### src/rtl/mdu_pkg.sv
// mdu_pkg -- shared types and constants for the multiply/divide unit controller.
// Holds the controller FSM state encoding, the MduOpE operation codes and the
// default iteration counts used by mdu_ctrl and mdu_iter_cnt.
package mdu_pkg;

    // Width of the iteration counter (covers cycle counts up to 63).
    localparam int MDU_CNT_W = 6;

    // Default RUN-state iteration counts.
    localparam int MDU_MUL_CYCLES_DEF = 4;
    localparam int MDU_DIV_CYCLES_DEF = 32;

    // MduOpE operation codes.
    localparam logic [1:0] MDU_OP_MUL  = 2'b00;
    localparam logic [1:0] MDU_OP_MULH = 2'b01;
    localparam logic [1:0] MDU_OP_DIV  = 2'b10;
    localparam logic [1:0] MDU_OP_REM  = 2'b11;

    typedef enum logic [1:0] {
        MDU_IDLE = 2'd0,
        MDU_RUN  = 2'd1,
        MDU_DONE = 2'd2
    } mdu_state_e;

    // DIV and REM share the iterative divider path; MUL and MULH share the multiplier.
    function automatic logic mdu_op_is_div(input logic [1:0] op);
        return (op == MDU_OP_DIV) || (op == MDU_OP_REM);
    endfunction

    // Index of the final RUN iteration for a given cycle count.
    function automatic logic [MDU_CNT_W-1:0] mdu_last_idx(input int cycles);
        return MDU_CNT_W'(cycles - 1);
    endfunction

endpackage

### src/rtl/mdu_iter_cnt.sv
// mdu_iter_cnt -- iteration counter for the MDU controller.
// Clears to zero on clr_i, counts up on en_i, and saturates at last_i so the
// index never runs past the final iteration; tc_o flags the final iteration.
module mdu_iter_cnt
    import mdu_pkg::*;
(
    input  logic                 clk,
    input  logic                 reset,
    input  logic                 clr_i,
    input  logic                 en_i,
    input  logic [MDU_CNT_W-1:0] last_i,
    output logic [MDU_CNT_W-1:0] count_o,
    output logic                 tc_o
);

    logic [MDU_CNT_W-1:0] cnt_q;
    logic [MDU_CNT_W-1:0] cnt_d;

    assign tc_o    = (cnt_q == last_i);
    assign count_o = cnt_q;

    // Next count: clear wins, otherwise step until the terminal index, else hold.
    always_comb begin
        // NOTE: the default assignment first guarantees cnt_d is driven on every path, so no latch is inferred.
        cnt_d = cnt_q;
        if (clr_i) begin
            cnt_d = '0;
        end else if (en_i && !tc_o) begin
            cnt_d = cnt_q + MDU_CNT_W'(1);
        end
    end

    // Count register with synchronous active-low reset.
    always_ff @(posedge clk) begin
        // NOTE: sequential state uses non-blocking assignments so every register samples pre-edge values.
        if (!reset) begin
            cnt_q <= '0;
        end else begin
            cnt_q <= cnt_d;
        end
    end

endmodule

### src/rtl/mdu_ctrl.sv
// mdu_ctrl -- sequencing controller for an iterative multiply/divide unit.
// IDLE accepts an E-stage MDU op (operand load), RUN steps the datapath N
// times, DONE presents the result for one cycle. The pipeline front end is
// stalled and M is bubbled while an op is being loaded or iterated.
// Optional build macro: MDU_DIVZERO_FAST_EN -- a DIV/REM with a zero divisor
// skips RUN and completes right after the load cycle.
module mdu_ctrl
    import mdu_pkg::*;
#(
    parameter int MUL_CYCLES = MDU_MUL_CYCLES_DEF,
    parameter int DIV_CYCLES = MDU_DIV_CYCLES_DEF
) (
    input  logic                 clk,
    input  logic                 reset,
    input  logic                 MduReqE,
    input  logic [1:0]           MduOpE,
    input  logic                 DivZeroE,
    output logic                 MduStall,
    output logic                 MduFlushM,
    output logic                 MduLoad,
    output logic                 MduStep,
    output logic                 MduDone,
    output logic                 MduIsDiv,
    output logic [MDU_CNT_W-1:0] MduCount
);

    localparam logic [MDU_CNT_W-1:0] MUL_LAST = mdu_last_idx(MUL_CYCLES);
    localparam logic [MDU_CNT_W-1:0] DIV_LAST = mdu_last_idx(DIV_CYCLES);

    mdu_state_e           state_q;
    logic                 is_div_q;
    logic                 accept;
    logic                 fast_done;
    logic                 cnt_tc;
    logic [MDU_CNT_W-1:0] cnt_val;
    logic [MDU_CNT_W-1:0] last_idx;

    assign accept   = (state_q == MDU_IDLE) && MduReqE;
    assign last_idx = is_div_q ? DIV_LAST : MUL_LAST;

`ifdef MDU_DIVZERO_FAST_EN
    // A zero divisor has a fixed result, so the iterations are skipped.
    assign fast_done = accept && mdu_op_is_div(MduOpE) && DivZeroE;
`else
    // Zero divisors take the full divide path; the flag is intentionally unused.
    logic unused_div_zero;
    assign unused_div_zero = DivZeroE;
    assign fast_done       = 1'b0;
`endif

    mdu_iter_cnt u_iter_cnt (
        .clk     (clk),
        .reset   (reset),
        .clr_i   (accept),
        .en_i    (state_q == MDU_RUN),
        .last_i  (last_idx),
        .count_o (cnt_val),
        .tc_o    (cnt_tc)
    );

    // Controller FSM: state and latched op class, synchronous active-low reset.
    always_ff @(posedge clk) begin
        if (!reset) begin
            state_q  <= MDU_IDLE;
            is_div_q <= 1'b0;
        end else begin
            case (state_q)
                MDU_IDLE: begin
                    if (MduReqE) begin
                        is_div_q <= mdu_op_is_div(MduOpE);
                        state_q  <= fast_done ? MDU_DONE : MDU_RUN;
                    end
                end
                MDU_RUN: begin
                    if (cnt_tc) begin
                        state_q <= MDU_DONE;
                    end
                end
                // MduReqE still shows the completing op here, so it must not retrigger.
                MDU_DONE: state_q <= MDU_IDLE;
                default:  state_q <= MDU_IDLE;
            endcase
        end
    end

    // Outputs are state decodes, forced low while reset is held so nothing
    // leaks out during the reset cycle itself.
    assign MduLoad   = reset & accept;
    assign MduStep   = reset & (state_q == MDU_RUN);
    assign MduDone   = reset & (state_q == MDU_DONE);
    assign MduStall  = MduLoad | MduStep;
    assign MduFlushM = MduStall;
    assign MduIsDiv  = reset & is_div_q;
    assign MduCount  = {MDU_CNT_W{reset}} & cnt_val;

endmodule

### config.mk
export PLATFORM = sky130hd
export DESIGN_NAME = mdu_ctrl
export DESIGN_NICKNAME = d
export VERILOG_FILES = /design/src/rtl/mdu_pkg.sv /design/src/rtl/mdu_iter_cnt.sv /design/src/rtl/mdu_ctrl.sv
export SDC_FILE = /design/constraint.sdc
export NUM_CORES = 1
export LEC_CHECK = 0
export CAP_MARGIN = 20
export CORE_ASPECT_RATIO = 0.9
export CORE_UTILIZATION = 35
export DETAILED_ROUTE_END_ITERATION = 8
export DONT_BUFFER_PORTS = 1
export SYNTH_ARGS = -nofsm -noshare
export SYNTH_HDL_FRONTEND = slang
export SYNTH_SLANG_ARGS = --single-unit
### constraint.sdc
create_clock -name clk -period 2.53 [get_ports clk]
set_clock_uncertainty 0.2 [all_clocks]
set_input_delay 0.506 -clock clk [delete_from_list [all_inputs] [get_ports clk]]
set_output_delay 0.506 -clock clk [all_outputs]
set_load 0.02 [all_outputs]
# [Word-level counts from Yosys, hierarchy flattened]
# Index checks and enable logic that the tools add are counted.
[totals] rom_bits=0 ram_bits=0 memories=0 ff_bits=9 latchBits=0 word_cells=30
[classes] shift=0 bitwise=7 n_mux=4 eq_ne=7 div_mod_pow=0 reduce_logical=8 magnitude_cmp=0 n_addsub=1 multipliers=0
[ops] operator="$add A6 B1 Y6 const B" count=1
[ops] operator="$and A6 B6 Y6" count=1
[ops] operator="$eq A2 B2 Y1 const B" count=3
[ops] operator="$eq A6 B5 Y1" count=1
[ops] operator="$mux W5" count=1
[ops] operator="$and A1 B1 Y1" count=4
[ops] operator="$mux W2" count=2
[ops] operator="$ne A2 B2 Y1 const B" count=2
[ops] operator="$pmux W2 S2" count=1
[ops] operator="$reduce_and A2 Y1" count=2
[ops] operator="$eq A2 B1 Y1 const B" count=1
[ops] operator="$logic_and A1 B1 Y1" count=2
[ops] operator="$logic_not A2 Y1" count=1
[ops] operator="$reduce_or A2 Y1" count=1
[ops] operator="$logic_not A1 Y1" count=1
[ops] operator="$logic_or A1 B1 Y1" count=1
[ops] operator="$not A1 Y1" count=1
[ops] operator="$or A1 B1 Y1" count=1

# [Logic depth before layout (Yosys ltp)]
# Gate-level depths: netlist (run 1).
[depth] word_depth=4 mapped_depth=6 depth_no_buf=5

# [Hierarchy]
# Synthesis (run 1) repeated with hierarchy kept, for this count alone.
[unflattened] cells_unflattened=86 hier_area_um2=683.2
[by_module_without_submodules] mod="mdu_iter_cnt" area_each_um2=473.0 n_inst=1 seq_area_each_um2=120.1 cells_per_inst=59
[by_module_without_submodules] mod="mdu_ctrl" area_each_um2=210.2 n_inst=1 seq_area_each_um2=60.1 cells_per_inst=27

# [Worst setup path after synthesis (run 1)]
# OpenSTA, ideal clock, no wires.
[synth_timing] path_type="input -> output" startpoint="input port MduReqE" endpoint="output port MduStall" path_stages=4 arrival_time_ns=1.422 path_buffers=1 required_time_ns=1.824 path_slack_ns=0.402 path_cell_list="nand2b_1 -> or3b_2 -> nand2_1 -> buf_4"
[synth_via] elab_chain_len=3
[synth_rtl] item="start: declaration" line_no="mdu_ctrl.sv:15" text="input logic MduReqE,"
[synth_rtl] item="$logic_and A1 B1 Y1" line_no="mdu_ctrl.sv:38" text="assign accept = (state_q == MDU_IDLE) && MduReqE;"
[synth_rtl] item="$and A1 B1 Y1" line_no="mdu_ctrl.sv:88" text="assign MduLoad = reset & accept;"
[synth_rtl] item="$or A1 B1 Y1" line_no="mdu_ctrl.sv:91" text="assign MduStall = MduLoad | MduStep;"
[synth_rtl] item="end: declaration" line_no="mdu_ctrl.sv:18" text="output logic MduStall,"
# Every way passes these cells.

# [Worst setup path after layout (run 1)]
[layout_timing] startpoint="register state_q[1]" endpoint="output port MduFlushM"
[layout_via] elab_chain_len=4 word_cells_on_any_way=6 cone_classes="1 x eq/ne; 3 x bitwise; 2 x reduce/logical"
[layout_rtl] item="start: declaration" line_no="mdu_ctrl.sv:30" text="mdu_state_e state_q;"
[layout_rtl] item="start signal: assignment" line_no="mdu_ctrl.sv:71" text="state_q <= fast_done ? MDU_DONE : MDU_RUN;"
[layout_rtl] item="$logic_not A2 Y1" line_no="mdu_ctrl.sv:38"
[layout_rtl] item="$logic_and A1 B1 Y1" line_no="mdu_ctrl.sv:38"
[layout_rtl] item="$and A1 B1 Y1" line_no="mdu_ctrl.sv:88"
[layout_rtl] item="$or A1 B1 Y1 *" line_no="mdu_ctrl.sv:91"
[layout_rtl] item="end: declaration" line_no="mdu_ctrl.sv:19" text="output logic MduFlushM,"
# Every way passes the cells marked *; elsewhere a longest branch is shown, timed or not.

==> flow_summary.json, run 1 <==
{
  "worst_pin_slew_ns": 0.7122,
  "antenna_found_initial": 0,
  "top_layer": "met4",
  "postRouteAntennaNets": 0,
  "wl_met2_um": 409,
  "drcViolationCount": 0,
  "hold_violations": 0,
  "yosys_register_bits": 9,
  "p_leak_uw": 0.0002130,
  "initial_utilization_pct": 39.15,
  "syn-cell-area_um2": 505.5,
  "setup_tns_ns": 0,
  "min_path_cells": 1,
  "dp_slack_ns": 0.4411,
  "peakVddDrop_mv": 0.2980,
  "ys_seq_area_share_pct": 35.64,
  "status": "finished, final reports clean",
  "overflow": 0,
  "nets": 70,
  "layout_common_cells": "dfxtp_1 (9), and2_1 (7), nand2_1 (5), a21oi_1 (5)",
  "cts_tree": "built",
  "max-cap-violations": 0,
  "worstPathRequired_ns": 1.82,
  "finalWeightedCongestion": 0.6890,
  "wirelength_um": 960,
  "die_area_um2": 1600,
  "final_max_slew_viol_count": 0,
  "path_clk_slew_ns": 0.06,
  "met3_wirelength_um": 45,
  "fin_crit_ns": 2.256,
  "first_global_vias": 344,
  "synth.avg_cell_area_um2": 8.287,
  "wl_per_cell_um": 12.63,
  "grt_max_degree": 14,
  "arrival_ns": 1.55,
  "m1WireLength_um": 494,
  "portBuffers": 0,
  "yosysWarnings": 0,
  "layout_commonest_cell": "dfxtp_1",
  "relSlewSlack_pct": 52.02,
  "viasPerCell": 5.671,
  "cts_resized": 0,
  "num_antenna_cells": 0,
  "htree_levels": 1,
  "finalPower_uw": 294.1,
  "cts_sinks": 9,
  "setup_ws_ns": 0.2741,
  "die_w_um": 42.06,
  "multi_input_area_um2": 295.3,
  "die_h_um": 38.05,
  "min_period_over_period_pct": 89.16,
  "rows": 12,
  "startpoint_type": "flop",
  "cts_buffer_depth": 2,
  "timing.rr.end": "u_iter_cnt.count_o[4]$_SDFFE_PP0P_",
  "setup.worst_path.start": "state_q[1]$_SDFFE_PN0P_",
  "cts_made_buffers": 3,
  "dp_hpwl_um": 684.9,
  "yosysUniqueCellTypes": 27,
  "rrSetupSlack_ns": 0.58,
  "reg2reg_depth": 4,
  "setup_viol": 0,
  "pin_count": 18,
  "syn_to_final_growth_pct": 4.208,
  "drive_gt1_share_pct": 12.90,
  "regArea_um2": 180.2,
  "core_um2": 1291,
  "worst-setup-path-type": "reg2out",
  "final_cell_count_no_fill": 76,
  "end_kind": "primary output",
  "first_iter_violations": 4,
  "root_buffer": "clkbuf_4",
  "clock_latency_ns": 0.25,
  "fill_cells": 136,
  "reg2reg_from": "u_iter_cnt.count_o[2]$_SDFFE_PP0P_",
  "num_vias": 431,
  "crit_path_end": "MduFlushM",
  "rsz0062_at_grt": "no",
  "postSynthCellCount": 61,
  "holdBufCountCts": 0,
  "cp_max_fo": 4,
  "drtPass1Iterations": 4,
  "synthesis.nets": 68,
  "holdWs_ns": 0.1812,
  "grt_pass1_wl_um": 1600,
  "cts_setup_buffers": 0,
  "max_freq_mhz": 443.3,
  "worstHoldPathType": "in2reg",
  "grt_usage_pct": 14.32,
  "dp_cells": 72,
  "power.density_nw_per_um2": 558.3
}
## final cells by class
| type | instances | share of cell area (%) |
|---|---|---|
| clock buffers | 4 | 4.988 |
| inverters | 2 | 1.425 |
| multi-input cells | 47 | 56.06 |
| flip-flops and latches | 9 | 34.20 |
| well taps | 14 | 3.325 |
## stage by stage
stage,utilization [%],cell area [um2]
after floorplan,-,505.5
after global placement,38.76,500.5
after detailed placement,38.76,500.5
after CTS,40.79,526.8
after global routing,40.79,526.8
final,40.79,526.8
## synth_stat cells
master	instances	area [um2]
a21oi_1	5	25.02
and2_1	7	43.79
a22o_1	1	8.760
or4_2	1	8.760
nor2b_1	1	6.260
and3_1	1	6.260
o21ai_1	4	20.02
nand3b_1	1	7.510
nand2_1	5	18.77
buf_4	1	7.510
or3_1	2	12.51
and2b_1	1	7.510
or3_2	2	15.01
dfxtp_1	9	180.2
nand4_1	4	25.02
clkbuf_1	1	3.750
nand2b_1	3	18.77
ha_1	1	12.51
buf_6	1	11.26
o211ai_1	1	7.510
or4_1	1	7.510
and3b_1	1	8.760
inv_1	2	7.510
o21a_1	1	7.510
or3b_2	1	8.760
a21oi_2	1	8.760
o21ai_0	2	10.01
## state kept, by name (all words and copies together) (netlist names)
name	flops
state_q	2
u_iter_cnt.count_o	6
is_div_q	1
## worst min-delay path by stage
stage                                                   from                                 end
after global placement    u_iter_cnt.count_o[5]$_SDFFE_PP0P_  u_iter_cnt.count_o[5]$_SDFFE_PP0P_
after CTS                                          MduOpE[1]               is_div_q$_SDFFE_PN0P_
after global routing                               MduOpE[1]               is_div_q$_SDFFE_PN0P_
final                                              MduOpE[1]               is_div_q$_SDFFE_PN0P_
after floorplan           u_iter_cnt.count_o[5]$_SDFFE_PP0P_  u_iter_cnt.count_o[5]$_SDFFE_PP0P_
after detailed placement  u_iter_cnt.count_o[5]$_SDFFE_PP0P_  u_iter_cnt.count_o[5]$_SDFFE_PP0P_
## worst max-delay path: stages (launching register included)
cell	delay, ns
dfxtp_1	0.32
nand2b_1	0.16
or3b_2	0.50
nand2_1	0.32
## report_power, final
| part | internal (uW) | switching [uW] | total (uW) | leakage (uW) |
|---|---|---|---|---|
| registers | 147 | 5.71 | 152 | 0.0000731 |
| logic | 9.88 | 24.5 | 34.4 | 0.000125 |
| clock network | 60.6 | 46.8 | 107 | 0.0000150 |
| total | 217 | 77.0 | 294 | 0.000213 |
## metal layers
layer,vias up,track usage [%]
met1,195,17.43
met2,12,19.53
met5,-,0
li1,222,-
met3,2,7.547
met4,0,9.375
## kinds of logic (layout without fill, tap and decap cells)
kind of cell / Yosys count / after routing / synth area share (%)
simple gates: 31 / 31 / 38.62
flops: 9 / 9 / 35.64
buf+inv: 5 / 6 / 5.941
fa+ha+maj: 1 / 1 / 2.475
compound gates: 15 / 15 / 17.33
Power figures use the tool's default switching activity.
==> inputs of run 2 (changes only) <==
--- a/config.mk
+++ b/config.mk
@@ -6,10 +6,13 @@
 export NUM_CORES = 1
 export LEC_CHECK = 0
 export CAP_MARGIN = 20
+export CELL_PAD_IN_SITES_DETAIL_PLACEMENT = 0
+export CELL_PAD_IN_SITES_GLOBAL_PLACEMENT = 1
 export CORE_ASPECT_RATIO = 0.9
 export CORE_UTILIZATION = 35
 export DETAILED_ROUTE_END_ITERATION = 8
 export DONT_BUFFER_PORTS = 1
+export PLACE_DENSITY_LB_ADDON = 0.1
 export SYNTH_ARGS = -nofsm -noshare
 export SYNTH_HDL_FRONTEND = slang
 export SYNTH_SLANG_ARGS = --single-unit
==> flow_summary.json, run 2 (synthesized netlist as in run 1, its figures left out) <==
{
  "portBuffers": 0,
  "cts_buffer_depth": 2,
  "initial_utilization_pct": 39.15,
  "grt_max_degree": 14,
  "finalWeightedCongestion": 0.6952,
  "regArea_um2": 180.2,
  "min_period_over_period_pct": 89.04,
  "p_leak_uw": 0.0002130,
  "cts_setup_buffers": 0,
  "viasPerCell": 5.487,
  "dp_slack_ns": 0.4485,
  "worst-setup-path-type": "reg2out",
  "overflow": 0,
  "max_freq_mhz": 443.9,
  "die_area_um2": 1600,
  "grt_usage_pct": 16.19,
  "setup.worst_path.start": "state_q[1]$_SDFFE_PN0P_",
  "layout_common_cells": "dfxtp_1 (9), and2_1 (7), nand2_1 (5), a21oi_1 (5)",
  "first_iter_violations": 7,
  "htree_levels": 1,
  "wirelength_um": 1067,
  "reg2reg_from": "u_iter_cnt.count_o[2]$_SDFFE_PP0P_",
  "rrSetupSlack_ns": 0.58,
  "worstPathRequired_ns": 1.82,
  "clock_latency_ns": 0.27,
  "status": "finished, final reports clean",
  "cp_max_fo": 4,
  "worst_pin_slew_ns": 0.7487,
  "max-cap-violations": 0,
  "startpoint_type": "flop",
  "peakVddDrop_mv": 0.2749,
  "pin_count": 18,
  "first_global_vias": 376,
  "end_kind": "primary output",
  "largest_reg_flops": 6,
  "wl_per_cell_um": 14.04,
  "syn_to_final_growth_pct": 4.208,
  "core_um2": 1291,
  "postRouteAntennaNets": 0,
  "cts_made_buffers": 3,
  "holdBufCountCts": 0,
  "setup_viol": 0,
  "cts_sinks": 9,
  "setup_ws_ns": 0.2774,
  "drcViolationCount": 0,
  "antenna_found_initial": 0,
  "rows": 12,
  "hp-start": "MduOpE[1]",
  "drtPass1Iterations": 4,
  "die_h_um": 38.05,
  "setup_tns_ns": 0,
  "power.density_nw_per_um2": 572.9,
  "cts_resized": 0,
  "relSlewSlack_pct": 49.56,
  "path_clk_slew_ns": 0.07,
  "worstHoldPathType": "in2reg",
  "grt_pass1_wl_um": 1787,
  "nets": 70,
  "layout_commonest_cell": "dfxtp_1",
  "fin_crit_ns": 2.253,
  "root_buffer": "clkbuf_4",
  "final_max_slew_viol_count": 0,
  "hold_violations": 0,
  "arrival_ns": 1.55,
  "num_antenna_cells": 0,
  "num_vias": 417,
  "die_w_um": 42.06,
  "rsz0062_at_grt": "no",
  "dp_hpwl_um": 736.6,
  "drive_gt1_share_pct": 12.90,
  "cts_tree": "built",
  "fill_cells": 148,
  "multi_input_area_um2": 295.3
}
[run 2: cell counts in the layout (fill, tap and decap cells not counted)]
Identical to the previous run, type by type.
[run 2: layout make-up]
cell class / instances / area share [%]
inverters: 2 / 1.425
clock buffers: 4 / 4.988
well taps: 14 / 3.325
multi-input cells: 47 / 56.06
flip-flops and latches: 9 / 34.20
[run 2: report_power, final]
| group | total [uW] | switching (uW) | leakage [uW] | internal, uW |
|---|---|---|---|---|
| sequential | 152 | 5.82 | 0.0000731 | 146 |
| combinational | 34.4 | 24.5 | 0.000125 | 9.88 |
| clock | 115 | 54.1 | 0.0000150 | 60.9 |
| total | 302 | 84.5 | 0.000213 | 217 |
[run 2: metal layers]
layer | track usage, % | part of all wire [%] | routed length (um)
met1 | 19.77 | 51 | 547
met4 | 4.688 | 0 | 0
met3 | 9.434 | 8.4 | 90
met2 | 24.22 | 40 | 429
met5 | 0 | 0 | 0
[run 2: final timing paths]
kind | cells past startpoint | to
worst min register to register | 2 | u_iter_cnt.count_o[5]$_SDFFE_PP0P_
worst min-delay path | 1 | is_div_q$_SDFFE_PN0P_
worst max-delay path | 3 | MduFlushM
worst max register to register | 4 | u_iter_cnt.count_o[4]$_SDFFE_PP0P_
[run 2: critical path: stages, from the launching register on]
cell and delay [ns]:
dfxtp_1 0.32, nand2b_1 0.16, or3b_2 0.49, nand2_1 0.31
[run 2: per-stage QoR]
stage,total power [uW],hold WS (ns),area [um2],cells,utilization (%)
2_1_floorplan,188.0,0.2438,505.5,61,-
3_3_place_gp,190.1,0.2654,500.5,72,38.76
3_5_place_dp,190.0,0.2694,500.5,72,38.76
4_1_cts,305.0,0.1640,526.8,76,40.79
5_1_grt,318.8,0.1727,526.8,76,40.79
6_report,301.8,0.1645,526.8,76,40.79
